<file path="src/rtl/instruction_fetch.sv">
// Instruction fetch stage: owns the PC, fetches one word at a time over a
// req/gnt/rvalid handshake and holds it for the control path until consumed.
module instruction_fetch #(
  parameter int unsigned           ADDR_WIDTH = 32,
  parameter logic [ADDR_WIDTH-1:0] RESET_PC   = '0,
  parameter logic [31:0]           NOP        = 32'h0000_0000
) (
  input  logic                  clk,
  input  logic                  reset,
  input  logic                  pc_inc,
  input  logic                  branch_valid,
  input  logic [ADDR_WIDTH-1:0] branch_target,
  input  logic                  halt,
  output logic                  imem_req,
  output logic [ADDR_WIDTH-1:0] imem_addr,
  input  logic                  imem_gnt,
  input  logic                  imem_rvalid,
  input  logic [31:0]           imem_rdata,
  output logic [31:0]           instruction,
  output logic                  instruction_valid,
  output logic [ADDR_WIDTH-1:0] pc,
  output logic                  halted,
  output logic                  fault
);

  typedef enum logic [2:0] {
    S_IDLE,
    S_REQ,
    S_WAIT,
    S_HOLD,
    S_DRAIN,
    S_HALTED
  } state_e;

  state_e                state_q, state_d;
  logic [ADDR_WIDTH-1:0] pc_q, pc_d;
  logic [31:0]           instr_q, instr_d;
  logic                  fault_q, fault_d;
  logic                  req_q, valid_q, halted_q;

  // NOTE: every signal gets its hold value first so no path through the case
  // leaves it unassigned, which would otherwise infer a latch.
  always_comb begin
    state_d = state_q;
    pc_d    = pc_q;
    instr_d = instr_q;
    fault_d = fault_q;
    unique case (state_q)
      S_IDLE: state_d = halt ? S_HALTED : S_REQ;
      S_REQ: begin
        // A granted request must still see its response before stopping.
        if (halt)          state_d = imem_gnt ? S_DRAIN : S_HALTED;
        else if (imem_gnt) state_d = S_WAIT;
      end
      S_WAIT: begin
        if (imem_rvalid) begin
          if (halt) begin
            state_d = S_HALTED;
          end else begin
            instr_d = imem_rdata;
            state_d = S_HOLD;
          end
        end else if (halt) begin
          state_d = S_DRAIN;
        end
      end
      S_DRAIN: if (imem_rvalid) state_d = S_HALTED;
      S_HOLD: begin
        if (halt) begin
          state_d = S_HALTED;
        end else if (pc_inc) begin
          if (!branch_valid) begin
            pc_d    = pc_q + ADDR_WIDTH'(4);
            state_d = S_REQ;
          end else if (branch_target[1:0] != 2'b00) begin
            fault_d = 1'b1;
            state_d = S_HALTED;
          end else begin
            pc_d    = branch_target;
            state_d = S_REQ;
          end
        end
      end
      S_HALTED: state_d = S_HALTED;
      default:  state_d = S_HALTED;
    endcase
  end

  // NOTE: sequential state uses non-blocking assignments so every flop samples
  // the pre-edge values regardless of statement order.
  always_ff @(posedge clk) begin
    if (reset) begin
      state_q  <= S_IDLE;
      pc_q     <= RESET_PC;
      instr_q  <= NOP;
      fault_q  <= 1'b0;
      req_q    <= 1'b0;
      valid_q  <= 1'b0;
      halted_q <= 1'b0;
    end else begin
      state_q  <= state_d;
      pc_q     <= pc_d;
      instr_q  <= instr_d;
      fault_q  <= fault_d;
      req_q    <= (state_d == S_REQ);
      valid_q  <= (state_d == S_HOLD);
      halted_q <= (state_d == S_HALTED);
    end
  end

  assign imem_req          = req_q;
  assign imem_addr         = pc_q;
  assign pc                = pc_q;
  assign instruction_valid = valid_q;
  assign instruction       = valid_q ? instr_q : NOP;
  assign halted            = halted_q;
  assign fault             = fault_q;

endmodule
</file>
<file path="config.mk">
export PLATFORM = sky130hd
export DESIGN_NAME = instruction_fetch
export DESIGN_NICKNAME = d
export VERILOG_FILES = /design/src/rtl/instruction_fetch.sv
export SDC_FILE = /design/constraint.sdc
export NUM_CORES = 1
export LEC_CHECK = 0
export ABC_AREA = 1
export CAP_MARGIN = 20
export CORE_ASPECT_RATIO = 1.2
export CORE_UTILIZATION = 47
export DETAILED_ROUTE_END_ITERATION = 6
export GPL_TIMING_DRIVEN = 0
export PLACE_DENSITY = 0.86
export SLEW_MARGIN = 10
export SYNTH_ARGS = -nofsm -noshare
export SYNTH_HDL_FRONTEND = slang
export SYNTH_SLANG_ARGS = --single-unit
</file>
<file path="constraint.sdc">
create_clock -name clk -period 3.75 [get_ports clk]
set_clock_uncertainty 0.05 [all_clocks]
set_input_delay 0.75 -clock clk [delete_from_list [all_inputs] [get_ports clk]]
set_output_delay 0.75 -clock clk [all_outputs]
set_load 0.03 [all_outputs]
</file>
# After elaboration in Yosys (flattened, before gate mapping)

Cells that the tools add are included.

Word-level logic and storage cells: 38
Output and inout bits: 100
Flip-flop bits (word level): 71
Bits of input ports: 71

Equality and inequality tests: 8
Bitwise logic cells: 1
Muxes and demuxes: 16
Add/sub/neg operators: 1
Reductions and logical operators: 5

Operator list:

| kind                                          | number |
|---|---|
| 2-to-1 mux 32 bit                             | 3 |
| 2-to-1 mux 3 bit                              | 11 |
| adder 32 x 3 -> 32 bit, second input constant | 1 |
| case mux 3 bit (5 select lines)               | 1 |
| == test 3 x 2 -> 1 bit, second input constant | 3 |
| == test 3 x 1 -> 1 bit, second input constant | 2 |
| == test 3 bit, second input constant          | 2 |
| AND reduction 5 bit                           | 1 |
| AND reduction 4 bit                           | 1 |
| zero test 3 bit                               | 1 |
| AND reduction 3 bit                           | 1 |
| != test 2 bit, second input constant          | 1 |
| nonzero test 2 bit                            | 1 |
| 2-to-1 mux 1 bit                              | 1 |
| NOT 1 bit                                     | 1 |

# Longest topological paths before layout

Depth in word-level cells: 7
Depth in mapped cells: 10
Depth with buffers taken out: 10

# Worst setup path before layout

Ideal clock, no wire load.

Kind: register to output
Start: register valid_q (netlist: instruction_valid)
End: output instruction[10]
Cell stages (with the launch flop): 4
Slack: 1.822 ns
Arrival time: 1.128 ns
Path buffers: 1
Data required time: 2.950 ns
Path through: dfxtp_1 > clkbuf_1 > nand2_1 > inv_1

Cells in the longest elaborated chain, start to end: 1

Ends and longest elaborated chain:

| what                     | line | source |
|---|---|---|
| start: declaration       | 39   | `logic req_q, valid_q, halted_q;` |
| start signal: assignment | 106  | `valid_q <= (state_d == S_HOLD);` |
| 2-to-1 mux 32 bit        | 115  | `assign instruction = valid_q ? instr_q : NOP;` |
| end: declaration         | 19   | `output logic [31:0] instruction,` |

No other way between the ends.

# Worst setup path in the final report

Start: register valid_q (netlist: instruction_valid)
End: output instruction[24]

Same word-level chain as after synthesis.

==> qor.log <==
qor: floorplan.die_y 106 um
qor: sta.hold_viol 0
qor: synth.synth_area_per_cell 6.24 um2
qor: synth.synthesis.nets 746
qor: floorplan.dieArea 0.00934 mm2
qor: grt.groute.usage.overall 30.2%
qor: drt.first_pass_drt_iterations 5
qor: worst_setup_path.nature_of_the_critical_path_startpoint register
qor: sta.timing.fmax 0.347 GHz
qor: clock_tree.cts_root_buf sky130_fd_sc_hd__clkbuf_8
qor: power_and_ir_drop.clockPowerShare 36.4%
qor: synth.post_synthesis_cell_type_with_the_largest_combined_area sky130_fd_sc_hd__dfxtp_1
qor: grt.grt_antenna_before_repair 0
qor: synth.synth-seq-cells 71
qor: power_and_ir_drop.combPwrFrac 9.9%
qor: grt.grt_pass1_vias 4,699
qor: synth.synth_top_flop_cell sky130_fd_sc_hd__dfxtp_1
qor: drt.detail_route.wl_per_cell 14.2 um
qor: synth.synthCells 674
qor: cells_and_area.final_area 0.00620 mm2
qor: placed_design.numPlacedInstances 960
qor: floorplan.rows 37
qor: sta.timing.slew.headroom 55.2%
qor: cells_and_area.seq_area 0.00142 mm2
qor: sta.timing.final.crit_share 76.9%
qor: power_and_ir_drop.switching_power 0.000348 W
qor: drt.drt-total-wl 13,800 um
qor: clock_tree.clock_tree.buffer_depth 2
qor: clock_tree.cts_setup_buffers 0
qor: drt.remaining_drc_errors 0
qor: power_and_ir_drop.power.ir.vdd_worst 0.000140 V
qor: clock_tree.clock_tree.htree_level_count 3
qor: synth.synth_commonest_cells 172 x sky130_fd_sc_hd__nand2_1, 136 x sky130_fd_sc_hd__nor2_1, 71 x sky130_fd_sc_hd__dfxtp_1
qor: clock_tree.worstSkewPairLatency 0.35 ns
qor: worst_setup_path.critical_path_required 2.95 ns
qor: clock_tree.cts-buffers-inserted 9
qor: placed_design.placed_cell_areas 0.00605 mm2
qor: grt.grt_start_max_net_pins 12
qor: sta.totalNegativeSetupSlack 0 ns
qor: sta.final_period_minus_worst_setup_slack 2.88 ns
qor: power_and_ir_drop.static_leakage_power 2.54 nW
qor: floorplan.floorplan.initialDensity 48.9%
qor: cells_and_area.area_growth_syn_to_layout 47.3%
qor: drt.dr.first_iter.drc_count 291
qor: cells_and_area.nets 926
qor: synth.yosys_warnings 0
qor: floorplan.core 0.00861 mm2
qor: placed_design.io_buffer_count 169
qor: floorplan.die_x 88.4 um
qor: floorplan.pin_count 171
qor: sta.slew_violations 0
qor: sta.worst-slew-pin-transition 0.672 ns
qor: cells_and_area.instances_no_fill 974
qor: cells_and_area.multi_input_comb_area 0.00213 mm2
qor: placed_design.detailed_place_hpwl 11,000 um
qor: clock_tree.post_cts.resized_instances 0
qor: worst_setup_path.critical_path_peak_fanout 10
qor: cells_and_area.fillCellCount 744
qor: cells_and_area.num_antenna_cells 0
qor: synth.synth.distinct_cells 30
qor: grt.first_pass_grt_wire_length 21,800 um
qor: synth.synth.area.top_cells sky130_fd_sc_hd__dfxtp_1 34%, sky130_fd_sc_hd__nand2_1 15%, sky130_fd_sc_hd__nor2_1 12%
qor: clock_tree.clk_pin_slew_worst_paths 0.08 ns
qor: drt.routed_via_density 5.08
qor: placed_design.gp_congestion 0.955
qor: cells_and_area.drive_gt1_share 11.4%
qor: clock_tree.postCtsHoldBufs 0
qor: clock_tree.cts.sink_count 71
qor: power_and_ir_drop.seqPwrFrac 53.8%
qor: worst_hold_path.min_delay_path_depth 2
qor: sta.setup_viol_count_final 0
qor: sta.rsz0062_at_grt no
qor: synth.synthArstFlopShare 0%
qor: worst_setup_path.worstRegToRegCells 10
qor: status.outcome finished, final reports clean
qor: worst_setup_path.crit_arrival 2.08 ns
qor: worst_setup_path.cp-end-kind output port
qor: synth.synth.most_common_cell sky130_fd_sc_hd__nand2_1
qor: synth.synth_area 0.00421 mm2
qor: power_and_ir_drop.power.density 229 mW/mm2
qor: worst_setup_path.criticalPathCategory register to output port
qor: grt.globalRoute.totalOverflow 0
qor: clock_tree.tritoncts done
qor: synth.yosysSeqAreaShare 33.8%
qor: synth.synth-edff-count 0
qor: power_and_ir_drop.cellInternalPower 0.00107 W
qor: worst_hold_path.holdCritPathClass register to register
qor: synth.synth_largest_type_area_fraction 33.8%
qor: drt.dr_total_vias 4,948
qor: job.drv.max_cap_violation_count 0
qor: drt.antenna_violating_nets_post_route 0
qor: power_and_ir_drop.power.switching_fraction 24.5%
[sequential cells by signal, summed over array words and instances (netlist names)]
signal	count
fault	1
instruction_valid	1
instr_q	32
state_q	3
imem_addr	32
halted	1
imem_req	1
[metal layers]
metal | GRT usage [%] | wire length, um | vias up
li1 | - | - | 2435
met1 | 34.5 | 5390 | 2228
met2 | 53.0 | 6940 | 250
met3 | 4.31 | 1070 | 35
met4 | 16.0 | 440 | 0
met5 | 0 | 0 | -
[worst max-delay path, cell delays in order (launching register included)]
cell and delay [ns]:
sky130_fd_sc_hd__dfxtp_1 0.47, sky130_fd_sc_hd__clkbuf_1 0.40, sky130_fd_sc_hd__nand2_1 0.11, sky130_fd_sc_hd__inv_1 0.07, sky130_fd_sc_hd__clkdlybuf4s50_1 0.68
[through the flow]
stage | hold slack (ns) | utilization [%] | total power, W | setup WS [ns]
2_1_floorplan | 0.413 | - | 0.000824 | 1.82
3_3_place_gp | 0.393 | 70.2 | 0.000915 | 1.26
3_5_place_dp | 0.400 | 70.2 | 0.000917 | 1.20
4_1_cts | 0.411 | 72.0 | 0.00142 | 0.856
5_1_grt | 0.437 | 72.0 | 0.00146 | 0.729
6_report | 0.407 | 72.0 | 0.00142 | 0.866
[cell type report]
| type | instances | area share, % |
|---|---|---|
| multi-input combinational | 475 | 34.4 |
| timing repair buffer | 169 | 27.3 |
| sequential | 71 | 22.9 |
| buffer | 59 | 6.32 |
| inverter | 69 | 4.22 |
| tap | 117 | 2.36 |
| clock buffer | 10 | 2.06 |
| clock inverter | 4 | 0.404 |
[final timing paths]
kind	from	to	slack, ns
max	instruction_valid	instruction[24]	0.87
min	fault	fault	0.41
max reg2reg	imem_addr[3]	imem_addr[30]	1.80
min reg2reg	fault	fault	0.41
[layout by cell type, fill, tap and decap left out, types with 5 or more instances in the layout]
| master | instances |
|---|---|
| sky130_fd_sc_hd__o21ai_1 | 6 |
| sky130_fd_sc_hd__clkbuf_1 | 16 |
| sky130_fd_sc_hd__a21oi_1 | 16 |
| sky130_fd_sc_hd__nor2_1 | 136 |
| sky130_fd_sc_hd__nor2_2 | 17 |
| sky130_fd_sc_hd__buf_4 | 34 |
| sky130_fd_sc_hd__clkdlybuf4s50_1 | 169 |
| sky130_fd_sc_hd__nor2_4 | 5 |
| sky130_fd_sc_hd__clkbuf_8 | 9 |
| sky130_fd_sc_hd__nand3_1 | 48 |
| sky130_fd_sc_hd__nand2_1 | 172 |
| sky130_fd_sc_hd__inv_1 | 62 |
| sky130_fd_sc_hd__buf_6 | 5 |
| sky130_fd_sc_hd__o21ai_0 | 37 |
| sky130_fd_sc_hd__a31oi_1 | 14 |
| sky130_fd_sc_hd__dfxtp_1 | 71 |
| sky130_fd_sc_hd__inv_2 | 6 |
[cell families (layout without fill, tap and decap cells)]
logic type      Yosys count  after routing  synth area share, %
compound gates           81             81                 10.8
fa+ha+maj                 1              1                0.297
buf+inv                 128            311                 15.5
flops                    71             71                 33.8
simple gates            393            393                 39.6
[power by group through the flow]
stage | Combinational (W) | Sequential, W | Clock [W]
6_report | 0.000140 | 0.000762 | 0.000515
4_1_cts | 0.000138 | 0.000762 | 0.000516
2_1_floorplan | 0.0000421 | 0.000782 | 0
3_5_place_dp | 0.000137 | 0.000779 | 0
5_1_grt | 0.000148 | 0.000762 | 0.000552
3_3_place_gp | 0.000136 | 0.000779 | 0
Power figures use the tool's default switching activity.
